==> config.mk <==
export PLATFORM = sky130hd
export DESIGN_NAME = alu_seq_flat
export DESIGN_NICKNAME = d
export VERILOG_FILES = /design/src/rtl/alu_pkg.sv /design/src/rtl/alu_seq_if.sv /design/src/rtl/alu_mul_iter.sv /design/src/rtl/alu_seq.sv /design/src/flat_wrapper.sv
export SDC_FILE = /design/constraint.sdc
export NUM_CORES = 1
export LEC_CHECK = 0
export CORE_ASPECT_RATIO = 1.5
export CORE_MARGIN = 3
export CORE_UTILIZATION = 33
export DETAILED_ROUTE_END_ITERATION = 12
export PLACE_DENSITY_LB_ADDON = 0.25
export SETUP_SLACK_MARGIN = 0.15
export SYNTH_ARGS = -nofsm -noshare
export SYNTH_HDL_FRONTEND = slang
export SYNTH_HIERARCHICAL = 1
export SYNTH_SLANG_ARGS = --single-unit
==> constraint.sdc <==
create_clock -name clk -period 6.9 [get_ports clk]
set_input_delay 1.38 -clock clk [delete_from_list [all_inputs] [get_ports clk]]
set_output_delay 1.38 -clock clk [all_outputs]
set_load 0.005 [all_outputs]
==> src/rtl/alu_pkg.sv <==
// Shared types for the sequential ALU: opcodes, FSM states and the flag bundle.
// Pure declarations; no latency or backpressure of its own.
package alu_pkg;

  typedef enum logic [3:0] {
    ALU_PASS_B = 4'd0,
    ALU_INC_A  = 4'd1,
    ALU_ADD    = 4'd2,
    ALU_SHL    = 4'd3,
    ALU_SUB    = 4'd4,
    ALU_SHR    = 4'd5,
    ALU_DEC_A  = 4'd6,
    ALU_CLR    = 4'd7,
    ALU_MUL    = 4'd8
  } alu_op_t;

  typedef enum logic {
    IDLE    = 1'b0,
    MUL_RUN = 1'b1
  } alu_state_t;

  typedef struct packed {
    logic c;
    logic z;
    logic n;
    logic v;
  } flags_t;

endpackage

==> src/rtl/alu_seq_if.sv <==
// Request/result bundle between the control unit (master) and the ALU (slave).
// sat_flag exists only when ALU_SAT_EN is defined; no backpressure beyond busy.
interface alu_seq_if import alu_pkg::*; #(
  parameter int WIDTH = 8
);
  logic             start;
  alu_op_t          op;
  logic [WIDTH-1:0] a;
  logic [WIDTH-1:0] b;
  logic             busy;
  logic             done;
  logic [WIDTH-1:0] g;
  logic             c_flag;
  logic             z_flag;
  logic             n_flag;
  logic             v_flag;
`ifdef ALU_SAT_EN
  logic             sat_flag;
`endif

  modport master (
    output start, op, a, b,
`ifdef ALU_SAT_EN
    input  sat_flag,
`endif
    input  busy, done, g, c_flag, z_flag, n_flag, v_flag
  );

  modport slave (
    input  start, op, a, b,
`ifdef ALU_SAT_EN
    output sat_flag,
`endif
    output busy, done, g, c_flag, z_flag, n_flag, v_flag
  );

endinterface

==> src/rtl/alu_mul_iter.sv <==
// Shift-add multiplier: load captures operands, each step retires one multiplier bit.
// prod_next/last are combinational so the caller can register the product on the final step.
module alu_mul_iter #(
  parameter int WIDTH  = 8,
  parameter int CYCLES = WIDTH
) (
  input  logic               clk,
  input  logic               rst,
  input  logic               load,
  input  logic               step,
  input  logic [WIDTH-1:0]   a,
  input  logic [WIDTH-1:0]   b,
  output logic               last,
  output logic [2*WIDTH-1:0] prod_next
);
  localparam int CW = $clog2(CYCLES + 1);

  logic [2*WIDTH-1:0] acc;
  logic [WIDTH-1:0]   mcand;
  logic [CW-1:0]      cnt;
  logic [WIDTH:0]     sum;

  // Upper half accumulates the multiplicand; the lower half holds the unconsumed multiplier bits.
  assign sum       = {1'b0, acc[2*WIDTH-1:WIDTH]} + {1'b0, (acc[0] ? mcand : {WIDTH{1'b0}})};
  assign prod_next = {sum, acc[WIDTH-1:1]};
  assign last      = step && (cnt == CW'(CYCLES - 1));

  always_ff @(posedge clk or posedge rst) begin
    if (rst) begin
      acc   <= '0;
      mcand <= '0;
      cnt   <= '0;
    end else if (load) begin
      acc   <= {{WIDTH{1'b0}}, b};
      mcand <= a;
      cnt   <= '0;
    end else if (step) begin
      acc   <= prod_next;
      cnt   <= cnt + CW'(1);
    end
  end

endmodule

==> src/rtl/alu_seq.sv <==
// Registered ALU: single-cycle ops give done one edge after start; MUL takes WIDTH+1 edges, start ignored while busy.
// ALU_SAT_EN makes ADD/INC_A/SUB/DEC_A saturate unsigned and adds sat_flag.
module alu_seq import alu_pkg::*; #(
  parameter int WIDTH      = 8,
  parameter int MUL_CYCLES = WIDTH
) (
  input  logic      clk,
  input  logic      rst,
  alu_seq_if.slave  bus
);
  localparam int             M   = WIDTH - 1;
  localparam logic [WIDTH:0] ONE = {{WIDTH{1'b0}}, 1'b1};

  alu_state_t         state;
  logic               busy_q;
  logic               done_q;
  logic [M:0]         g_q;
  flags_t             flags_q;

  logic               mul_load;
  logic               mul_step;
  logic               mul_last;
  logic [2*WIDTH-1:0] prod;

  logic [WIDTH:0]     sum;
  logic [M:0]         res;
  logic               res_c;
  logic               res_v;
  flags_t             res_flags;
`ifdef ALU_SAT_EN
  logic               sat;
  logic               sat_q;
`endif

  assign mul_load = (state == IDLE) && bus.start && (bus.op == ALU_MUL);
  assign mul_step = (state == MUL_RUN);

  alu_mul_iter #(
    .WIDTH  (WIDTH),
    .CYCLES (MUL_CYCLES)
  ) u_mul (
    .clk       (clk),
    .rst       (rst),
    .load      (mul_load),
    .step      (mul_step),
    .a         (bus.a),
    .b         (bus.b),
    .last      (mul_last),
    .prod_next (prod)
  );

  always_comb begin
    sum   = '0;
    res   = '0;
    res_c = 1'b0;
    res_v = 1'b0;
`ifdef ALU_SAT_EN
    sat   = 1'b0;
`endif
    if (state == MUL_RUN) begin
      res   = prod[M:0];
      res_c = |prod[2*WIDTH-1:WIDTH];
    end else begin
      case (bus.op)
        ALU_PASS_B: res = bus.b;
        ALU_INC_A: begin
          sum   = {1'b0, bus.a} + ONE;
          res   = sum[M:0];
          res_c = sum[WIDTH];
        end
        ALU_ADD: begin
          sum   = {1'b0, bus.a} + {1'b0, bus.b};
          res   = sum[M:0];
          res_c = sum[WIDTH];
          res_v = (bus.a[M] == bus.b[M]) && (sum[M] != bus.a[M]);
        end
        ALU_SHL: begin
          res   = {bus.a[M-1:0], 1'b0};
          res_c = bus.a[M];
        end
        ALU_SUB: begin
          sum   = {1'b0, bus.a} - {1'b0, bus.b};
          res   = sum[M:0];
          res_c = sum[WIDTH];
          res_v = (bus.a[M] != bus.b[M]) && (sum[M] != bus.a[M]);
        end
        ALU_SHR: begin
          res   = {1'b0, bus.a[M:1]};
          res_c = bus.a[0];
        end
        ALU_DEC_A: begin
          sum   = {1'b0, bus.a} - ONE;
          res   = sum[M:0];
          res_c = sum[WIDTH];
        end
        default: res = '0;
      endcase
`ifdef ALU_SAT_EN
      // C keeps the raw carry/borrow; only the result is clamped.
      if (res_c && (bus.op == ALU_ADD || bus.op == ALU_INC_A)) begin
        res = '1;
        sat = 1'b1;
      end else if (res_c && (bus.op == ALU_SUB || bus.op == ALU_DEC_A)) begin
        res = '0;
        sat = 1'b1;
      end
`endif
    end
    res_flags = '{c: res_c, z: (res == '0), n: res[M], v: res_v};
  end

  always_ff @(posedge clk or posedge rst) begin
    if (rst) begin
      state   <= IDLE;
      busy_q  <= 1'b0;
      done_q  <= 1'b0;
      g_q     <= '0;
      flags_q <= '0;
`ifdef ALU_SAT_EN
      sat_q   <= 1'b0;
`endif
    end else begin
      done_q <= 1'b0;
      case (state)
        IDLE: begin
          if (bus.start) begin
            if (bus.op == ALU_MUL) begin
              busy_q <= 1'b1;
              state  <= MUL_RUN;
            end else begin
              g_q     <= res;
              flags_q <= res_flags;
              done_q  <= 1'b1;
`ifdef ALU_SAT_EN
              sat_q   <= sat;
`endif
            end
          end
        end
        MUL_RUN: begin
          if (mul_last) begin
            g_q     <= res;
            flags_q <= res_flags;
            done_q  <= 1'b1;
            busy_q  <= 1'b0;
            state   <= IDLE;
`ifdef ALU_SAT_EN
            sat_q   <= 1'b0;
`endif
          end
        end
        default: state <= IDLE;
      endcase
    end
  end

  assign bus.busy   = busy_q;
  assign bus.done   = done_q;
  assign bus.g      = g_q;
  assign bus.c_flag = flags_q.c;
  assign bus.z_flag = flags_q.z;
  assign bus.n_flag = flags_q.n;
  assign bus.v_flag = flags_q.v;
`ifdef ALU_SAT_EN
  assign bus.sat_flag = sat_q;
`endif

endmodule

==> src/flat_wrapper.sv <==
// flat-port wrapper written by rule: the top's interface ports become plain ports
module alu_seq_flat import alu_pkg::*;
#(
  parameter int WIDTH      = 8,
  parameter int MUL_CYCLES = WIDTH
)
  (clk, rst, bus_start, bus_op, bus_a, bus_b, bus_busy, bus_done, bus_g, bus_c_flag, bus_z_flag, bus_n_flag, bus_v_flag);
  alu_seq_if #(.WIDTH(WIDTH)) bus_i ();
  input  logic clk;
  input  logic rst;
  input wire logic [$bits(bus_i.start)-1:0] bus_start;
  input wire logic [$bits(bus_i.op)-1:0] bus_op;
  input wire logic [$bits(bus_i.a)-1:0] bus_a;
  input wire logic [$bits(bus_i.b)-1:0] bus_b;
  output wire logic [$bits(bus_i.busy)-1:0] bus_busy;
  output wire logic [$bits(bus_i.done)-1:0] bus_done;
  output wire logic [$bits(bus_i.g)-1:0] bus_g;
  output wire logic [$bits(bus_i.c_flag)-1:0] bus_c_flag;
  output wire logic [$bits(bus_i.z_flag)-1:0] bus_z_flag;
  output wire logic [$bits(bus_i.n_flag)-1:0] bus_n_flag;
  output wire logic [$bits(bus_i.v_flag)-1:0] bus_v_flag;
  assign bus_i.start = bus_start;
  assign bus_i.op = bus_op;
  assign bus_i.a = bus_a;
  assign bus_i.b = bus_b;
  assign bus_busy = bus_i.busy;
  assign bus_done = bus_i.done;
  assign bus_g = bus_i.g;
  assign bus_c_flag = bus_i.c_flag;
  assign bus_z_flag = bus_i.z_flag;
  assign bus_n_flag = bus_i.n_flag;
  assign bus_v_flag = bus_i.v_flag;
  alu_seq #(.WIDTH(WIDTH), .MUL_CYCLES(MUL_CYCLES)) u_core (.clk(clk), .rst(rst), .bus(bus_i));
endmodule
==> summary.txt, run 1 <==
Routing
  • Avg WL per Cell: 19.1 um
  • Remaining routing DRC violations: 0
  • Final ANT Viol Nets: 0
  • Drt pass-1 iters: 5
  • Via density per instance: between 5 and 6
  • 1st-iter DRT viols: 195
  • Total number of vias: 3,584
  • Final WL: 11,900 um

Synth
  • Synth area leaders: dfrtp_1, ha_1, nor2_1, nand2_1, a21oi_1
  • Post-synth top cells: dfrtp_1, nor2_1, nand2_1
  • Synth top area share: 0.265
  • Leading area contributor after synthesis: dfrtp_1
  • Async SR Flop Fraction: 1.00
  • Top FF cell, synth: dfrtp_1
  • Synthesis Warnings: 6
  • Mapped Avg Cell Area: ~8.5 um^2
  • EDFF count, synth: 0
  • Most common cell in the netlist: dfrtp_1
  • Cell area after synthesis: 3970 um^2
  • FF+latch count, synth: 42
  • Netlist cell types: 74
  • Syn Inst Count: 465
  • Post-Syn Nets: 519
  • Register area share after synthesis: 0.265

Hold path
  • Hold path cells: 1
  • HP Start: u_core/u_mul/mcand[5]$_DFFE_PP0P_
  • Worst hold endpoint: u_core/u_mul/mcand[5]$_DFFE_PP0P_
  • Worst Hold Class: reg2reg

Global routing
  • Vias in the first global route: 3,660
  • Largest net degree at the start of global routing: 42
  • Initial antenna violation count: 0
  • Total GRT Usage: 0.183
  • Grt total ovfl: 0
  • Wire length of the first global-routing pass: between 15,000 and 20,000 um

CTS
  • Post-cts sizing count: 0
  • Clock Tree Buf Depth: 2
  • Total setup buffers inserted after CTS: 0
  • Cts hold-fix bufs: 0
  • CTS tree: yes
  • Clock buffer count from CTS: 5
  • Clock transition at the registers of the reported paths: approximately 0.06 ns
  • Clock root cell: clkbuf_16
  • Sink Count: 42
  • H-tree Lvls: 2
  • Clk_lat worst skew: 0.29 ns

Floorplanning
  • Io pins: 37
  • Initial core utilization: 0.340
  • DIE WIDTH: about 96 um
  • Die ar.: roughly 13,000 um^2
  • FP Rows: 48
  • Die height: 140 um
  • Core area: 11,700 um^2

Worst setup path
  • Setup CP Type: in2reg
  • Reg2reg end: u_core/bus.c_flag$_DFFE_PP0P_
  • Reg2Reg Depth: 11
  • Crit path required time: 7.12 ns
  • Crit Path Max Fanout: 12
  • Critical Path Sink Type: flip-flop
  • R2R Setup Slk: between 3 and 4 ns
  • Critical path origin: bus_a[0]
  • Worst R2R Start: u_core/u_mul/acc[0]$_DFFE_PP0P_
  • Arrival time of the worst setup path: 4.65 ns
  • Startpoint types: input port

Flow run
  • Max-cap violations: 0

STA
  • Setup TNS Final: 0 ns
  • RSZ-0062 raised after global routing: false
  • Min Tclk post-route: about 4.4 ns
  • Fmax: between 200 and 250 MHz
  • Slew @ Worst Pin: 1.05 ns
  • Final setup fails: 0
  • Hold Slack: 0.476 ns
  • Tcrit/Tclk final: 0.641
  • Max-Slew Margin vs Limit: 0.296
  • Skew final: 0.00412 ns
  • Slack of the critical path: 2.47 ns
  • Final hold vios: 0
  • Slew Limit Fails: 0

Final layout
  • ANT cells: 0
  • Post-route cell area: around 4500 um^2
  • Fillers: around 1.2k
  • Final Core Density: 0.386
  • Layout area overhead: 13.2%
  • Final cell count without fillers: 624
  • Layout cell share with drive strength beyond 1: 0.0549
  • Final net count: 527

Placed design
  • Post-place setup slack: ~2.2 ns
  • Port Buffer Count: 36
  • GPL Wtd Cong: 0.914
  • Cell Area, Placed: between 4000 and 5000 um^2
  • Placed Cells: 616
  • Post-DP HPWL: roughly 9000 um

Power
  • Leakage power: between 1.5 and 2 nW
  • Maximum vdd drop: 114 uV
  • Pwr dens: 304 nW/um^2
  • Total Power: ~1.4 mW

Status
  • Status: completed
worst max-delay path by stage:
stage | to
after floorplan | u_core/bus.z_flag$_DFFE_PP0P_
after global placement | u_core/bus.z_flag$_DFFE_PP0P_
after detailed placement | u_core/bus.z_flag$_DFFE_PP0P_
after CTS | u_core/bus.z_flag$_DFFE_PP0P_
after global routing | u_core/bus.z_flag$_DFFE_PP0P_
final | u_core/bus.z_flag$_DFFE_PP0P_
where the power goes:
part	switching (mW)	internal, mW
logic	0.366	0.317
registers	0.0775	0.360
clock network	0.0976	0.145
total	0.541	0.823
sequential cells by signal, indices dropped and copies added, names as in the netlist:
register            cells
u_core/bus.busy         1
u_core/bus.c_flag       1
u_core/bus.done         1
u_core/bus.g            8
u_core/bus.v_flag       1
u_core/bus.z_flag       1
u_core/mul_step         1
u_core/u_mul/acc       16
u_core/u_mul/cnt        4
u_core/u_mul/mcand      8
final cells by class:
type,count,area (um^2),share of cell area
Clock buffer,7,143,0.0318
Clock inverter,1,8.76,0.00195
Tap cell,150,188,0.0418
Sequential cell,42,1050,0.234
Inverter,22,82.6,0.0184
Multi-Input combinational cell,362,2630,0.585
Timing Repair Buffer,40,390,0.0869
cells in the final DEF, fill, tap and decap left out, types with 7 or more instances in the layout:
cell type,instances
nor2_1,35
xor2_1,11
a21oi_1,23
dfrtp_1,42
nor3b_1,7
nand4_1,7
mux2i_1,10
nor3_1,8
mux2_1,8
nor4_1,7
clkdlybuf4s50_1,36
o21ai_0,18
nand3_1,11
and2_1,9
inv_1,21
nor2b_1,7
nand2_1,31
xnor2_1,11
a221oi_1,7
ha_1,28
o21ai_1,11
worst max-delay path, cell delays in order:
cell and delay [ns]:
clkdlybuf4s50_1 0.65, inv_1 0.25, ha_1 0.17, inv_1 0.05, fa_1 0.42, a21o_1 0.18
a21oi_1 0.24, o31ai_1 0.11, a2111oi_0 0.57, a21oi_1 0.18, nor4_1 0.25, a32o_1 0.20
routing by layer:
metal,track usage,share of wire
met1,0.212,0.39
met2,0.331,0.54
met3,0.0167,0.024
met4,0.0817,0.042
met5,0,0
kinds of logic after synthesis:
| kind of cell | share of synthesized area |
|---|---|
| and+or+nand+nor | 0.224 |
| adders and majority gates | 0.103 |
| AOI/OAI and AO/OA | 0.232 |
| DFF | 0.265 |
| muxes | 0.0536 |
| buffers and inverters | 0.0729 |
| xor gates and xnor gates | 0.0486 |
Power figures use the tool's default switching activity.
==> inputs of run 2 (changes only) <==
==> constraint.sdc (replaced) <==
create_clock -name clk -period 4.5 [get_ports clk]
set_input_delay 0.9 -clock clk [delete_from_list [all_inputs] [get_ports clk]]
set_output_delay 0.9 -clock clk [all_outputs]
set_load 0.005 [all_outputs]
==> run 2 against run 1 <==
  * Final cell count grew 2.1%
  * Flip-flop and latch count is the same
  * Sequential share of layout area shrank 0.50 points
  * Wire length shrank 0.75%
  * Register-to-register slack lost 2.4 ns
  * First-iteration DRC count shrank 8.7%
  * Worst setup slack lost 1.6 ns
  * Critical path type unchanged
  * Largest cell class unchanged
  * Design area grew 2.2%
  * Highest routed layer unchanged
  * Die area is the same
  * Clock skew grew 0.0014 ns
==> summary.txt, run 2 (synthesis gave the netlist of run 1 again) <==
Worst setup path
  • Cell breakdown of the critical path: clkdlybuf4s50_1 > ha_1 > fa_1 > nor2b_1 > o311a_1 > nor4b_1 > a2111oi_0 > a21oi_1 > nor4_1 > a32o_1
  • Critical Path Sink Type: flip-flop
  • Crit path required time: 4.73 ns (-2.39 ns)
  • Startpoint types: input port
  • Arrival time of the worst setup path: 3.88 ns (-0.77 ns)
  • Crit-path max cell delay: 0.50 ns (-0.15 ns)
  • R2R Setup Slk: 1.58 ns (-2.39 ns)
  • Setup CP Type: in2reg
  • Crit Path Max Fanout: 5 (-7)
  • Worst R2R Start: u_core/u_mul/acc[0]$_DFFE_PP0P_
  • Reg2Reg Depth: 11 (unchanged)
  • Crit-path slowest cell: clkdlybuf4s50_1
  • Buf/Inv on CP: 1 (-2)
  • Reg2reg end: u_core/bus.c_flag$_DFFE_PP0P_
  • CP top delay family: compound AO/OA/AOI/OAI gates

Global routing
  • Wire length of the first global-routing pass: 19,300 um (+0.97%)
  • Gr busiest metal: met2
  • Grt total ovfl: 0 (unchanged)
  • Initial antenna violation count: 0 (unchanged)
  • Met2 GRT Util: 0.330 (-0.00148)
  • Met1 usage: 0.211 (-0.00178)
  • Total GRT Usage: 0.184 (+0.000708)
  • Vias in the first global route: 3,740 (+2.2%)
  • Largest net degree at the start of global routing: 32 (-24%)
  • Met3 Track Usage GR: 0.0199 (+0.00322)

Final layout
  • Most common cell after layout, fill and taps aside: dfrtp_1
  • Max FFs per register: 16 (unchanged)
  • Final cell count without fillers: 637 (+2.1%)
  • Final net count: 540 (+2.5%)
  • Most flop-heavy register: u_core/u_mul/acc
  • Fillers: 1,230 (-1.5%)
  • Layout cell share with drive strength beyond 1: 0.0821 (+0.0273)
  • Layout area overhead: 15.7%
  • Commonest non-fill, non-tap cells in the layout: dfrtp_1, clkdlybuf4s50_1, nor2_1
  • Multi-input combinational cell area: 2630 um^2 (unchanged)
  • ANT cells: 0 (unchanged)
  • Final Core Density: 0.394 (+0.00838)
  • Storage element area: 1050 um^2 (unchanged)

Power
  • Cell internal pwr: 1.27 mW (+55%)
  • Maximum vdd drop: 165 uV (+44%)
  • Pwr dens: 463 nW/um^2 (+52%)
  • Sequential share of power: 0.317 (-0.004)
  • Sw Share: 0.400 (+0.00305)
  • Comb pwr share: 0.507 (+0.006)
  • Total Power: 2.12 mW (+56%)
  • Clock share of power: 0.176 (-0.002)
  • Leakage power: 1.93 nW (+3.4%)
  • NetSw: 849 uW (+57%)

STA
  • Final hold vios: 0 (unchanged)
  • Min Tclk post-route: between 3 and 4 ns
  • Skew final: 0.00549 ns (+0.00137 ns)
  • RSZ-0062 raised after global routing: false
  • Slew Limit Fails: 0 (unchanged)
  • Slew @ Worst Pin: 1.04 ns (-0.0173 ns)
  • Fmax: approximately 270 MHz
  • Max-Slew Margin vs Limit: 0.309 (+0.0126)
  • Tcrit/Tclk final: 0.810
  • Setup TNS Final: 0 ns (unchanged)
  • Final setup fails: 0 (unchanged)

Routing
  • Avg WL per Cell: 18.5 um (-2.8%)
  • Total number of vias: 3,695 (+3.1%)
  • Via density per instance: 5.80 (+0.99%)
  • Remaining routing DRC violations: 0 (unchanged)
  • Drt pass-1 iters: 5 (unchanged)
  • Final ANT Viol Nets: 0 (unchanged)
  • Final WL: 11,800 um (-0.75%)
  • 1st-iter DRT viols: 178 (-8.7%)

Hold path
  • Hold path cells: 1 (unchanged)
  • Worst hold endpoint: u_core/u_mul/mcand[3]$_DFFE_PP0P_
  • Worst Hold Class: reg2reg
  • HP Start: u_core/u_mul/mcand[3]$_DFFE_PP0P_

Floorplanning
  • Initial core utilization: 0.340 (unchanged)
  • Die height: 140 um (unchanged)
  • FP Rows: 48 (unchanged)
  • Io pins: 37 (unchanged)
  • DIE WIDTH: 95.5 um (unchanged)
  • Core area: 11,700 um^2 (unchanged)
  • Die ar.: 13,400 um^2 (unchanged)

Placed design
  • GPL Wtd Cong: 0.890 (-2.7%)
  • Post-DP HPWL: 9040 um (-0.60%)
  • Port Buffer Count: 36 (unchanged)
  • Placed Cells: 629 (+2.1%)

CTS
  • Clock root cell: clkbuf_16
  • Post-cts sizing count: 0 (unchanged)
  • Clock Tree Buf Depth: 2 (unchanged)
  • H-tree Lvls: 2 (unchanged)
  • Clock transition at the registers of the reported paths: 0.06 ns (about the same)
  • Total setup buffers inserted after CTS: 0 (unchanged)
  • Sink Count: 42 (unchanged)
  • Clock buffer count from CTS: 5 (unchanged)
  • CTS tree: yes
  • Cts hold-fix bufs: 0 (unchanged)
  • Clk_lat worst skew: 0.29 ns (about the same)

Status
  • Status: completed

Flow run
  • Max-cap violations: 0 (unchanged)
==> run 2: cell count changes in the layout (fill, tap and decap cells not counted), sizes merged <==
cell      delta
buf         +13
clkbuf       -1
clkinv       +1
clkinvlp     +1
inv          -1
==> run 2: layout make-up <==
cell class / instances / share of cell area
Sequential cell: 42 / 0.229
Inverter: 22 / 0.0180
Tap cell: 150 / 0.0409
Clock inverter: 2 / 0.00273
Clock buffer: 6 / 0.0303
Multi-Input combinational cell: 362 / 0.573
Timing Repair Buffer: 53 / 0.106
==> run 2: worst max-delay path by stage <==
stage / startpoint / endpoint / cells after the start
global route: bus_a[0] / u_core/bus.z_flag$_DFFE_PP0P_ / 12
global placement: bus_a[0] / u_core/bus.z_flag$_DFFE_PP0P_ / 12
detailed placement: bus_a[0] / u_core/bus.z_flag$_DFFE_PP0P_ / 12
CTS: bus_a[0] / u_core/bus.z_flag$_DFFE_PP0P_ / 12
floorplan: bus_a[0] / u_core/bus.z_flag$_DFFE_PP0P_ / 12
finish: bus_b[0] / u_core/bus.z_flag$_DFFE_PP0P_ / 10
==> run 2: routing by layer <==
| metal | share of wire | routed length (um) |
|---|---|---|
| met5 | 0 | 0 |
| met1 | 0.39 | 4610 |
| met2 | 0.53 | 6270 |
| met4 | 0.042 | 495 |
| met3 | 0.037 | 436 |
==> run 2: worst reg2reg max path, stage by stage (launching register included) <==
cell      delay, ns
dfrtp_1        0.45
and2_1         0.19
ha_1           0.24
fa_1           0.43
a21o_1         0.19
a21oi_1        0.30
o21bai_1       0.13
a31o_1         0.25
nor4_1         0.22
nand2_1        0.14
a21oi_1        0.17
a21oi_1        0.08
==> run 2: stage by stage <==
stage | instance area [um^2] | hold slack (ns) | worst slack, ns
6_report | 4590 | 0.478 | 0.854
5_1_grt | 4590 | 0.500 | 0.606
4_1_cts | 4590 | 0.487 | 0.878
3_5_place_dp | 4440 | 0.473 | 0.589
3_3_place_gp | 4440 | 0.461 | 0.625
2_1_floorplan | 3970 | 0.449 | 1.37
==> run 2: power groups by stage <==
stage                     logic (mW)  registers, mW  clock network (mW)
after floorplan                0.780          0.645                   0
after CTS                       1.07          0.676               0.382
after global placement          1.04          0.674                   0
final                           1.08          0.673               0.374
after detailed placement        1.07          0.680                   0
after global routing            1.19          0.701               0.393
